**config.mk**
```make
export PLATFORM = sky130hd
export DESIGN_NAME = ram_scan_display
export DESIGN_NICKNAME = d
export VERILOG_FILES = /design/src/rtl/ram_scan_display.sv
export SDC_FILE = /design/constraint.sdc
export NUM_CORES = 1
export LEC_CHECK = 0
export CORE_AREA = 8 8 68 70
export CTS_CLUSTER_DIAMETER = 80
export DETAILED_ROUTE_END_ITERATION = 8
export DIE_AREA = 0 0 76 78
export PLACE_DENSITY = 0.87
export SYNTH_ARGS = -nofsm -noshare
export SYNTH_HDL_FRONTEND = slang
export SYNTH_SLANG_ARGS = --single-unit
```
**constraint.sdc**
```tcl
create_clock -name clk -period 2.2 [get_ports clk]
set_input_delay 0.44 -clock clk [delete_from_list [all_inputs] [get_ports clk]]
set_output_delay 0.44 -clock clk [all_outputs]
set_load 0.02 [all_outputs]
```
**src/rtl/ram_scan_display.sv**
```systemverilog
// ram_scan_display: scans a 4-nibble page of the 16x4 scratch RAM onto a
// 4-digit common-anode seven-segment display, digit 3 (leftmost) first.
// Each digit slot is REFRESH_DIV cycles long:
//   phase 0 blanks the anodes, phase 1 captures RAM data,
//   phase 2 drives the segments and lights one anode.
// Optional build macro: RAM_SCAN_LZB_EN enables leading-zero blanking.
module ram_scan_display #(
  parameter int REFRESH_DIV = 50000
) (
  input  logic       clk,
  input  logic       rst_n,
  input  logic [1:0] page,
  output logic [3:0] ab,
  input  logic [3:0] dbo,
  output logic [7:0] display,
  output logic [3:0] anodos
);

  localparam int CW = (REFRESH_DIV > 1) ? $clog2(REFRESH_DIV) : 1;

  logic [CW-1:0] div_cnt;
  logic [1:0]    dig;
  logic [1:0]    page_q;
  logic [3:0]    nib_q;

  logic slot_end;
  logic frame_end;
  logic ph0;
  logic ph1;
  logic ph2;

  assign slot_end  = (div_cnt == CW'(REFRESH_DIV - 1));
  assign frame_end = slot_end && (dig == 2'd0);
  assign ph0       = (div_cnt == CW'(0));
  assign ph1       = (div_cnt == CW'(1));
  assign ph2       = (div_cnt == CW'(2));

  // Read address comes only from registers, so it is stable for the whole slot.
  assign ab = {page_q, dig};

  // Hex to active-low {g,f,e,d,c,b,a}; lowercase b and d.
  function automatic logic [6:0] seg(input logic [3:0] n);
    logic [6:0] s;
    case (n)
      4'h0:    s = 7'h40;
      4'h1:    s = 7'h79;
      4'h2:    s = 7'h24;
      4'h3:    s = 7'h30;
      4'h4:    s = 7'h19;
      4'h5:    s = 7'h12;
      4'h6:    s = 7'h02;
      4'h7:    s = 7'h78;
      4'h8:    s = 7'h00;
      4'h9:    s = 7'h10;
      4'hA:    s = 7'h08;
      4'hB:    s = 7'h03;
      4'hC:    s = 7'h46;
      4'hD:    s = 7'h21;
      4'hE:    s = 7'h06;
      default: s = 7'h0E;
    endcase
    return s;
  endfunction

  // Slot divider: free-running 0..REFRESH_DIV-1.
  always_ff @(posedge clk) begin
    if (!rst_n) begin
      div_cnt <= '0;
    end else if (slot_end) begin
      div_cnt <= '0;
    end else begin
      div_cnt <= div_cnt + CW'(1);
    end
  end

  // Digit index steps 3,2,1,0; the page is only taken at the frame boundary.
  always_ff @(posedge clk) begin
    if (!rst_n) begin
      dig    <= 2'd3;
      page_q <= 2'd0;
    end else if (slot_end) begin
      dig <= dig - 2'd1;
      if (dig == 2'd0) begin
        page_q <= page;
      end
    end
  end

  // Capture RAM data once per slot, a full cycle after the address settled.
  always_ff @(posedge clk) begin
    if (!rst_n) begin
      nib_q <= 4'h0;
    end else if (ph1) begin
      nib_q <= dbo;
    end
  end

`ifdef RAM_SCAN_LZB_EN
  logic nz_seen;

  // Display drive with leading-zero blanking on digits 3..1.
  always_ff @(posedge clk) begin
    if (!rst_n) begin
      display <= 8'hFF;
      anodos  <= 4'hF;
      nz_seen <= 1'b0;
    end else begin
      if (frame_end) begin
        nz_seen <= 1'b0;
      end
      if (ph0) begin
        anodos <= 4'hF;
      end else if (ph2) begin
        if ((dig != 2'd0) && (nib_q == 4'h0) && !nz_seen) begin
          display <= 8'hFF;
          anodos  <= 4'hF;
        end else begin
          display <= {1'b1, seg(nib_q)};
          anodos  <= ~(4'b0001 << dig);
          nz_seen <= 1'b1;
        end
      end
    end
  end
`else
  // Display drive: dark in phase 0, lit from phase 2 to the next slot's phase 0.
  always_ff @(posedge clk) begin
    if (!rst_n) begin
      display <= 8'hFF;
      anodos  <= 4'hF;
    end else if (ph0) begin
      anodos <= 4'hF;
    end else if (ph2) begin
      display <= {1'b1, seg(nib_q)};
      anodos  <= ~(4'b0001 << dig);
    end
  end
`endif

endmodule

```
; Yosys cells after proc, flatten, opt, wreduce, memory -nomap -nowiden
; Memory sizes are Yosys's and may differ from the RTL's. A register that Yosys moved wholly into a read port is not among the register bits.
; Index checks and enable logic that the tools add are counted.
[totals]
ff_bits = 28
rom_bits = 112
input_bits = 8
out_inout_bits = 16
elab_cells = 22
mem_count = 1
[mem_list]
columns = name, words, width, read_ports, rd_clocked_by_memory_dff, write_ports, line
row1 = (name not given), 16, 7, 1, 1, 0, 44  ; case (n)
[classes]
n_addsub = 2
n_eq_ne = 3
shifts = 1
bitwise = 3
n_reduce_logical = 7
[op_table]
columns = op, n
row1 = $add 16x1->16 const B, 1
row2 = $eq 16x1->1 const B, 1
row3 = $eq 16x16->1 const B, 1
row4 = $eq 16x2->1 const B, 1
row5 = $logic_not 16->1, 1
row6 = $not 4->4, 1
row7 = $reduce_and 2->1, 2
row8 = $reduce_or 2->1, 2
row9 = $shl 1x2->4 const A, 1
row10 = $logic_not 2->1, 1
row11 = $not 1->1, 2
row12 = $sub 2x1->2 const B, 1
row13 = $logic_not 1->1, 1

; Longest topological paths before layout
; Gate-level depths: netlist of run 1.
[depth]
depth_word = 3
mapped_depth = 6
mapped_depth_nobuf = 6

; Worst setup path before layout of run 1
; Ideal clock, no wire load.
[synth_path]
path_type = flip-flop to flip-flop
from = register nib_q[1]
to = register display[0]
setup_ns = 0.131
arrival_time_ns = 1.432
required_ns = 2.069
setup_slack_ns = 0.637
path_stages_with_launch = 6
path_buffers = 0
synth_period_minus_slack_ns = 1.563
cell_sequence = dfxtp_1 -> inv_1 -> ha_1 -> mux2_2 -> a2111oi_0 -> o21ai_1
[synth_lines]
columns = element, line
row1 = "start, declared", 24  ; logic [3:0] nib_q;
row2 = "start signal, assigned", 94  ; nib_q <= dbo;
row3 = "end, declared", 15  ; output logic [7:0] display,

; Final worst setup path of run 1
[layout_path]
from = register dig[0]
to = output port ab[0]
[layout_lines]
columns = element, line
row1 = "start, declared", 22  ; logic [1:0] dig;
row2 = "start signal, assigned", 82  ; dig <= dig - 2'd1;
row3 = "end, declared", 13  ; output logic [3:0] ab,
; No word-level cell between the ends.

==> results of run 1 <==
kinds of logic (layout without fill, tap and decap cells):
| family | Yosys count | count (layout) | synth area share, % |
|---|---|---|---|
| AO/OA/AOI/OAI | 25 | 25 | 9.024 |
| flip-flops | 35 | 35 | 37.16 |
| multiplexers | 11 | 11 | 6.105 |
| adder cells (fa/ha/maj) | 15 | 15 | 9.954 |
| XOR/XNOR | 15 | 15 | 6.968 |
| AND/OR/NAND/NOR | 88 | 88 | 25.35 |
| buffers and inverters | 20 | 42 | 5.242 |
| other | 1 | 1 | 0.1989 |
area by class of cell:
cell class	count	area, sq um	area share, %
multi-input cells	155	1086	50.06
flip-flops and latches	35	700.7	32.30
repair buffers	24	235.2	10.84
well taps	48	60.06	2.768
clock buffers	7	45.04	2.076
inverters	10	37.54	1.730
clock inverters	1	5.005	0.2307
layout by cell type (no fill, tap or decap), types with 3 or more instances in the layout:
master,synthesis,routed
clkdlybuf4s50_1,0,22
mux2i_1,7,7
nand4_1,3,3
nor2b_1,5,5
nor2_1,21,21
ha_1,15,15
a32oi_1,4,4
nand3_1,7,7
nor3_1,5,5
nand2b_1,5,5
nand2_1,22,22
o21ai_1,3,3
mux2_2,4,4
clkbuf_4,0,5
dfxtp_1,35,35
nor4_1,6,6
a21oi_1,5,5
xnor2_1,13,13
and4_1,4,4
inv_1,10,10
o21ai_0,4,4
state kept, by name, summed over array words and instances, names as in the netlist:
name,cells
page_q,2
dig,2
display,7
nib_q,4
anodos,4
div_cnt,16
metal layers:
layer  share of wire [%]  wire length (um)
met1                  49              1768
met2                  45              1618
met3                 4.8               174
met4                 1.4                49
met5                   0                 0
power breakdown:
part / internal (mW) / total [mW] / switching, mW
Combinational: 0.0786 / 0.165 / 0.0865
Sequential: 0.652 / 0.679 / 0.0267
Clock: 0.125 / 0.328 / 0.204
worst max-delay path by stage:
stage | startpoint | end | slack (ns) | depth (start not counted)
floorplan | nib_q[1]$_SDFFE_PN0N_ | display[0]$_SDFFE_PN1P_ | 0.64 | 5
global placement | div_cnt[0]$_SDFF_PP0_ | div_cnt[2]$_SDFF_PP0_ | 0.51 | 5
detailed placement | nib_q[1]$_SDFFE_PN0N_ | display[0]$_SDFFE_PN1P_ | 0.44 | 5
CTS | dig[0]$_SDFFE_PN1N_ | ab[0] | 0.31 | 1
global route | nib_q[1]$_SDFFE_PN0N_ | display[0]$_SDFFE_PN1P_ | 0.21 | 5
finish | dig[0]$_SDFFE_PN1N_ | ab[0] | 0.34 | 1
metrics by stage:
| step | cells | utilization, % |
|---|---|---|
| after floorplan | 210 | - |
| after global placement | 272 | 59.69 |
| after detailed placement | 272 | 59.69 |
| after CTS | 280 | 61.10 |
| after global routing | 280 | 61.10 |
| final | 280 | 61.10 |
==> flow_summary.ini, run 1 <==
[setup_path]
worstPathArrival_ns = 1.42
critPathMaxStageDelay_ns = 0.65
worstPathMaxFanout = 5
start_kind = flip-flop
worst_path_max_delay_cell = clkdlybuf4s50_1
worstPathCellList = clkdlybuf4s50_1
path_delay_family = buffers and inverters
critPathKind = reg -> out
r2r-end = display[0]$_SDFFE_PN1P_
crit_buf_inv = 1
cp.required_ns = 1.76
r2r_slack_ns = 0.37
r2r_start = nib_q[1]$_SDFFE_PN0N_
reg2reg_depth = 5
cp-end-kind = primary output

[grt]
gr-total-overflow = 0
grt_pass1_vias = 1373
gr-usage-met1_pct = 16.28
grt_util_met3_pct = 4.839
grt_max_degree = 20
antenna_found_initial = 0
grt-busiest-layer = met2
grt_use_total_pct = 13.22
met2_usage_pct = 20.65
grt_first_pass_wirelength_um = 6603

[yosys]
synth_nets = 233
post-synth-top-count-cell = dfxtp_1
synthTopCellsByArea = dfxtp_1 37%, ha_1 10%, xnor2_1 6.0%, nand2_1 4.4%, nor2_1 4.2%
synth_top_area_share_pct = 37.16
synth_edf_count = 0
netlist_area_sq_um = 1886
synth_top_area_cell = dfxtp_1
ys_ff_latch = 35
yosys_warnings = 0
syn_avg_cell_area_sq_um = 8.979
postSynthCellCount = 210
yosys-top-cells-count = 35 x dfxtp_1, 22 x nand2_1, 21 x nor2_1
ys_types = 42
synth_top_flop_cell = dfxtp_1
postSynth.asyncResetShare_pct = 0
seq_area_frac_synth_pct = 37.16

[floorplan]
die_x_um = 76
die_h_um = 78
rows = 22
core_sq_um = 3551
num_io_pins = 24
initial_core_util_pct = 53.10
die-area_sq_um = 5928

[timing]
drv_slew = 0
fin_setup_tns_ns = 0
setup_viol = 0
hold_viol = 0
rsz0062_at_grt = no
setup_ws_ns = 0.3368
hold-worst-slack_ns = 0.4608
timing.final.crit_share_pct = 84.69
finClkSkew_ns = 0.006503
period_minus_slack_ns = 1.863
max_freq_mhz = 536.7

[layout]
nets = 254
diodes = 0
area_growth_pct = 15.06
drive_gt1_share_pct = 8.190
finish.instance_area_sq_um = 2170
nFillCells = 297

[routing]
wirelength_um = 3611
first_pass_iters = 4
vias = 1484
drt_iter0_drc = 107
antenna_left = 0
wl_per_cell_um = 12.90
drc_errors = 0
viasPerCell = 5.300

[run]
drv_cap = 0

[place]
io_buffers = 22
pre_cts_ws_ns = 0.4382
dpl.hpwl_um = 2649
place_congestion = 0.8075
placed_area_sq_um = 2120

[power_and_ir_drop]
ir_drop_mv = 0.2112
power_leakage_nw = 0.8226
pwr_density_cell_nw_per_um2 = 540.4
p_total_mw = 1.172

[hold_path]
min_path_cells = 2
hp-class = reg -> reg
min_from = page_q[1]$_SDFFE_PN0P_
hold_end = page_q[1]$_SDFFE_PN0P_

[clock_tree]
ctsHoldBuffers = 0
clk-insertion-delay-late_ns = 0.33
cts.clk_slew.worst_paths_ns = 0.10
tritoncts = done
htree_levels = 2
root_buffer = clkbuf_4
max-clock-path-buffers = 2
cts_resized = 0
cts.sinks = 35
cts_buffers = 5
post-cts-setup-buffer-count = 0

[outcome]
status = finished, final reports clean
(Power assumes the default switching activity.)
==> inputs of run 2 (changes only) <==
==> constraint.sdc (replaced) <==
create_clock -name clk -period 1.72 [get_ports clk]
set_input_delay 0.344 -clock clk [delete_from_list [all_inputs] [get_ports clk]]
set_output_delay 0.344 -clock clk [all_outputs]
set_load 0.02 [all_outputs]
==> run 2 against run 1 <==
- cell area rose by 4.1%
- combinational power grew 43%
- flip-flop and latch count did not move
- critical path type unchanged
- highest routed layer unchanged
- global-route usage is 0.16 points lower
- sequential share of layout area is 1.2 points lower
==> flow_summary.ini, run 2 (synthesis gave the netlist of run 1 again) <==
[place]
placed_area_sq_um = 2192
place_congestion = 0.8852
dpl.hpwl_um = 2802
io_buffers = 22

[outcome]
status = finished, final reports clean

[floorplan]
die_h_um = 78
initial_core_util_pct = 53.10
die-area_sq_um = 5928
die_x_um = 76
num_io_pins = 24
core_sq_um = 3551
rows = 22

[layout]
final_common_cell = dfxtp_1
largest_reg_flops = 16
nFillCells = 298
finish.instance_area_sq_um = 2258
drive_gt1_share_pct = 12.92
diodes = 0
area_growth_pct = 19.77
top_regs = div_cnt (16), display (7)
multiInputGateArea_sq_um = 1104
regMostFlops = div_cnt
seqCellArea_sq_um = 701.9
layout_common_cells = 34 x dfxtp_1, 22 x nand2_1, 21 x nor2_1
nets = 262

[setup_path]
cp.required_ns = 1.38
r2r_slack_ns = 0.04
r2r-end = display[2]$_SDFFE_PN1P_
r2r_start = div_cnt[3]$_SDFF_PP0_
worst_path_max_delay_cell = clkdlybuf4s50_1
cp-end-kind = primary output
critPathKind = reg -> out
worstPathMaxFanout = 2
worstPathArrival_ns = 1.33
path_delay_family = buffers and inverters
reg2reg_depth = 4
worstPathCellList = clkdlybuf4s50_1
critPathMaxStageDelay_ns = 0.62
start_kind = flip-flop
crit_buf_inv = 1

[power_and_ir_drop]
power_leakage_nw = 0.8650
ir_drop_mv = 0.4374
p_total_mw = 1.535
pwr_density_cell_nw_per_um2 = 679.7

[clock_tree]
cts.clk_slew.worst_paths_ns = 0.11
root_buffer = clkbuf_4
ctsHoldBuffers = 0
post-cts-setup-buffer-count = 0
cts_buffers = 5
max-clock-path-buffers = 2
tritoncts = done
clk-insertion-delay-late_ns = 0.34
htree_levels = 2
cts.sinks = 35

[hold_path]
min_from = page_q[0]$_SDFFE_PN0P_
hold_end = page_q[0]$_SDFFE_PN0P_
min_path_cells = 2
hp-class = reg -> reg

[routing]
wl_per_cell_um = 13.18
antenna_left = 0
drc_errors = 0
first_pass_iters = 6
drt_iter0_drc = 81
wirelength_um = 3797
viasPerCell = 5.170
vias = 1489

[grt]
grt_pass1_vias = 1469
grt_max_degree = 17
antenna_found_initial = 0
grt_use_total_pct = 13.06
gr-total-overflow = 0
grt_first_pass_wirelength_um = 6472

[timing]
max_freq_mhz = 596.2
rsz0062_at_grt = yes
setup_viol = 0
period_minus_slack_ns = 1.677
drv_slew = 0
timing.final.crit_share_pct = 97.52
hold_viol = 0
finClkSkew_ns = 0.008006

[run]
drv_cap = 0
[run 2: changes by cell type in the layout (fill, tap and decap cells not counted), sizes merged]
cell / delta
clkdlybuf4s50: -2
dlygate4sd2: +2
buf: +8
[run 2: timing repair]
item / in CTS / in global routing
resized for setup: 2 / 6
cloned: 0 / 0
endpoints found under the setup margin: 2 / 4
[run 2: cell type report]
type                       instances  area share [%]
sequential                        35           31.08
clock buffer                       7           1.994
multi-input combinational        155           48.86
timing repair buffer              32           13.52
tap                               48           2.659
inverter                          10           1.662
clock inverter                     1          0.2216
[run 2: how the worst max path moves through the flow]
stage	slack [ns]	startpoint	endpoint	cells after the start
finish	0.04	display[1]$_SDFFE_PN1P_	display[1]	1
CTS	0.01	display[1]$_SDFFE_PN1P_	display[1]	1
global placement	0.02	nib_q[1]$_SDFFE_PN0N_	display[0]$_SDFFE_PN1P_	5
floorplan	0.16	nib_q[1]$_SDFFE_PN0N_	display[0]$_SDFFE_PN1P_	5
detailed placement	0.05	div_cnt[3]$_SDFF_PP0_	display[0]$_SDFFE_PN1P_	4
global route	-0.04	div_cnt[11]$_SDFF_PP0_	display[2]$_SDFFE_PN1P_	4
[run 2: where the power goes]
group,switching (mW),internal [mW]
clock network,0.277,0.159
registers,0.0278,0.835
logic,0.121,0.114
total,0.426,1.11
[run 2: metrics by stage]
step | hold WS (ns) | TNS [ns] | std cells | util (%) | setup slack (ns)
2_1_floorplan | 0.4553 | 0 | 210 | - | 0.1570
3_3_place_gp | 0.4433 | 0 | 280 | 61.73 | 0.01936
3_5_place_dp | 0.4506 | 0 | 280 | 61.73 | 0.05147
4_1_cts | 0.4643 | 0 | 288 | 63.07 | 0.01386
5_1_grt | 0.4827 | -0.07678 | 288 | 63.60 | -0.04440
6_report | 0.4618 | 0 | 288 | 63.60 | 0.04267
[run 2: per-layer routing]
layer  wire length, um  GRT usage [%]
met1              1710          14.54
met2              1866          21.77
met3               140          4.147
met4                80          7.059
met5                 0              0
==> inputs of run 3 (changes only) <==
--- a/config.mk
+++ b/config.mk
@@ -9,7 +9,7 @@
 export CTS_CLUSTER_DIAMETER = 80
 export DETAILED_ROUTE_END_ITERATION = 8
 export DIE_AREA = 0 0 76 78
-export PLACE_DENSITY = 0.87
+export PLACE_DENSITY = 0.85
 export SYNTH_ARGS = -nofsm -noshare
 export SYNTH_HDL_FRONTEND = slang
 export SYNTH_SLANG_ARGS = --single-unit
==> run 3 against run 2 <==
- setup slack better by 0.028 ns
- count of clock-buffer cells in the layout fell by 1
- flip-flop and latch count unchanged
- combinational power up 5%
- global-route usage increased by 1.2 points
- register-to-register slack gained 0.06 ns
- sequential power about the same
- die area unchanged
- first-iteration DRC count up 22%
- largest cell class unchanged
==> flow_summary.ini, run 3 (synthesis gave the netlist of run 1 again) <==
[outcome]
status = finished, final reports clean

[floorplan]
core_sq_um = 3551
num_io_pins = 24
die_x_um = 76
die_h_um = 78
rows = 22
die-area_sq_um = 5928
initial_core_util_pct = 53.10

[layout]
seqCellArea_sq_um = 703.2
largest_reg_flops = 16
top_regs = div_cnt (16), display (7)
final_common_cell = dfxtp_1
diodes = 0
regMostFlops = div_cnt
area_growth_pct = 26.94
nFillCells = 267
layout_common_cells = 33 x dfxtp_1, 22 x nand2_1, 21 x nor2_1
nets = 272
multiInputGateArea_sq_um = 1120
drive_gt1_share_pct = 18.40
finalCoreUtilization_pct = 67.41

[grt]
grt-busiest-layer = met2
grt_use_total_pct = 14.31
met2_usage_pct = 25.71
grt_max_degree = 17
grt_first_pass_wirelength_um = 7148
gr-total-overflow = 0
grt_pass1_vias = 1616
grt_util_met3_pct = 5.069
gr-usage-met1_pct = 15.47
antenna_found_initial = 0

[routing]
vias = 1599
wl_per_cell_um = 14.11
drt_iter0_drc = 99
viasPerCell = 5.366
antenna_left = 0
drc_errors = 0
wirelength_um = 4206
first_pass_iters = 4

[clock_tree]
tritoncts = done
htree_levels = 2
cts_buffers = 5
cts.sinks = 35
max-clock-path-buffers = 2
ctsHoldBuffers = 0
clk-insertion-delay-late_ns = 0.34
cts.clk_slew.worst_paths_ns = 0.11
root_buffer = clkbuf_4

[place]
dpl.hpwl_um = 3011
io_buffers = 22
place_congestion = 0.8800

[power_and_ir_drop]
ir_drop_mv = 0.3854
pwr_density_cell_nw_per_um2 = 767.8
power_leakage_nw = 0.9383

[setup_path]
cp-end-kind = primary output
critPathMaxStageDelay_ns = 0.61
worstPathMaxFanout = 2
crit_buf_inv = 1
worstPathCellList = clkdlybuf4s50_1
worstPathArrival_ns = 1.30
critPathKind = reg -> out
path_delay_family = buffers and inverters
cp.required_ns = 1.38
start_kind = flip-flop
worst_path_max_delay_cell = clkdlybuf4s50_1

[run]
drv_cap = 0

[timing]
period_minus_slack_ns = 1.649
drv_slew = 0
max_freq_mhz = 606.5
rsz0062_at_grt = yes
setup_viol = 0
max_slew_margin_pct = 63.19
timing.final.crit_share_pct = 95.87
finClkSkew_ns = 0.01319
fin_setup_tns_ns = 0
hold_viol = 0
worst_slew_pin_slew_ns = 0.5513

[hold_path]
hp-class = reg -> reg
run 3: cell type report:
type | count | share of cell area [%]
clock buffer | 6 | 1.725
clock inverter | 2 | 2.509
timing repair buffer | 42 | 15.53
multi-input combinational | 155 | 46.78
inverter | 10 | 1.568
sequential | 35 | 29.38
tap | 48 | 2.509
run 3: layer usage:
layer | vias to the layer above | wire (um)
met5 | - | 0
met4 | 0 | 95
met1 | 735 | 1837
met2 | 48 | 2013
li1 | 804 | -
met3 | 12 | 259
run 3: worst reg2reg max path: stages, from the launching register on:
cell	delay (ns)
dfxtp_1	0.41
buf_4	0.14
nand4_1	0.30
nor4_1	0.45
xnor2_1	0.17
nor2_1	0.05
run 3: repair_timing:
action                                  4_1_cts  5_1_grt
pin swaps                                     0        0
endpoints found under the setup margin        1        7
resized for setup                             1       11
buffers inserted                              0        0
run 3: worst paths after layout:
path / startpoint / endpoint / slack (ns) / depth (start not counted)
setup / recovery: anodos[2]$_SDFFE_PP1N_ / anodos[2] / 0.07 / 1
hold / removal: page_q[1]$_SDFFE_PN0P_ / page_q[1]$_SDFFE_PN0P_ / 0.47 / 2
setup reg to reg: div_cnt[0]$_SDFF_PP0_ / div_cnt[13]$_SDFF_PP0_ / 0.10 / 5
hold reg to reg: page_q[1]$_SDFFE_PN0P_ / page_q[1]$_SDFFE_PN0P_ / 0.47 / 2
run 3: stage by stage:
stage / worst slack, ns / total power [mW] / cell area (sq um) / instances / hold WS [ns]
after CTS: 0.02028 / 1.846 / 2355 / 298 / 0.4756
after global routing: -0.01847 / 1.925 / 2394 / 298 / 0.5058
after floorplan: 0.1570 / 1.034 / 1886 / 210 / 0.4553
after global placement: 0.08045 / 1.113 / 2255 / 290 / 0.4451
after detailed placement: 0.05794 / 1.118 / 2255 / 290 / 0.4601
final: 0.07111 / 1.838 / 2394 / 298 / 0.4691
run 3: report_power, final:
part / switching (mW) / total, mW / internal [mW]
logic: 0.129 / 0.248 / 0.119
registers: 0.0269 / 0.862 / 0.835
clock network: 0.274 / 0.727 / 0.454
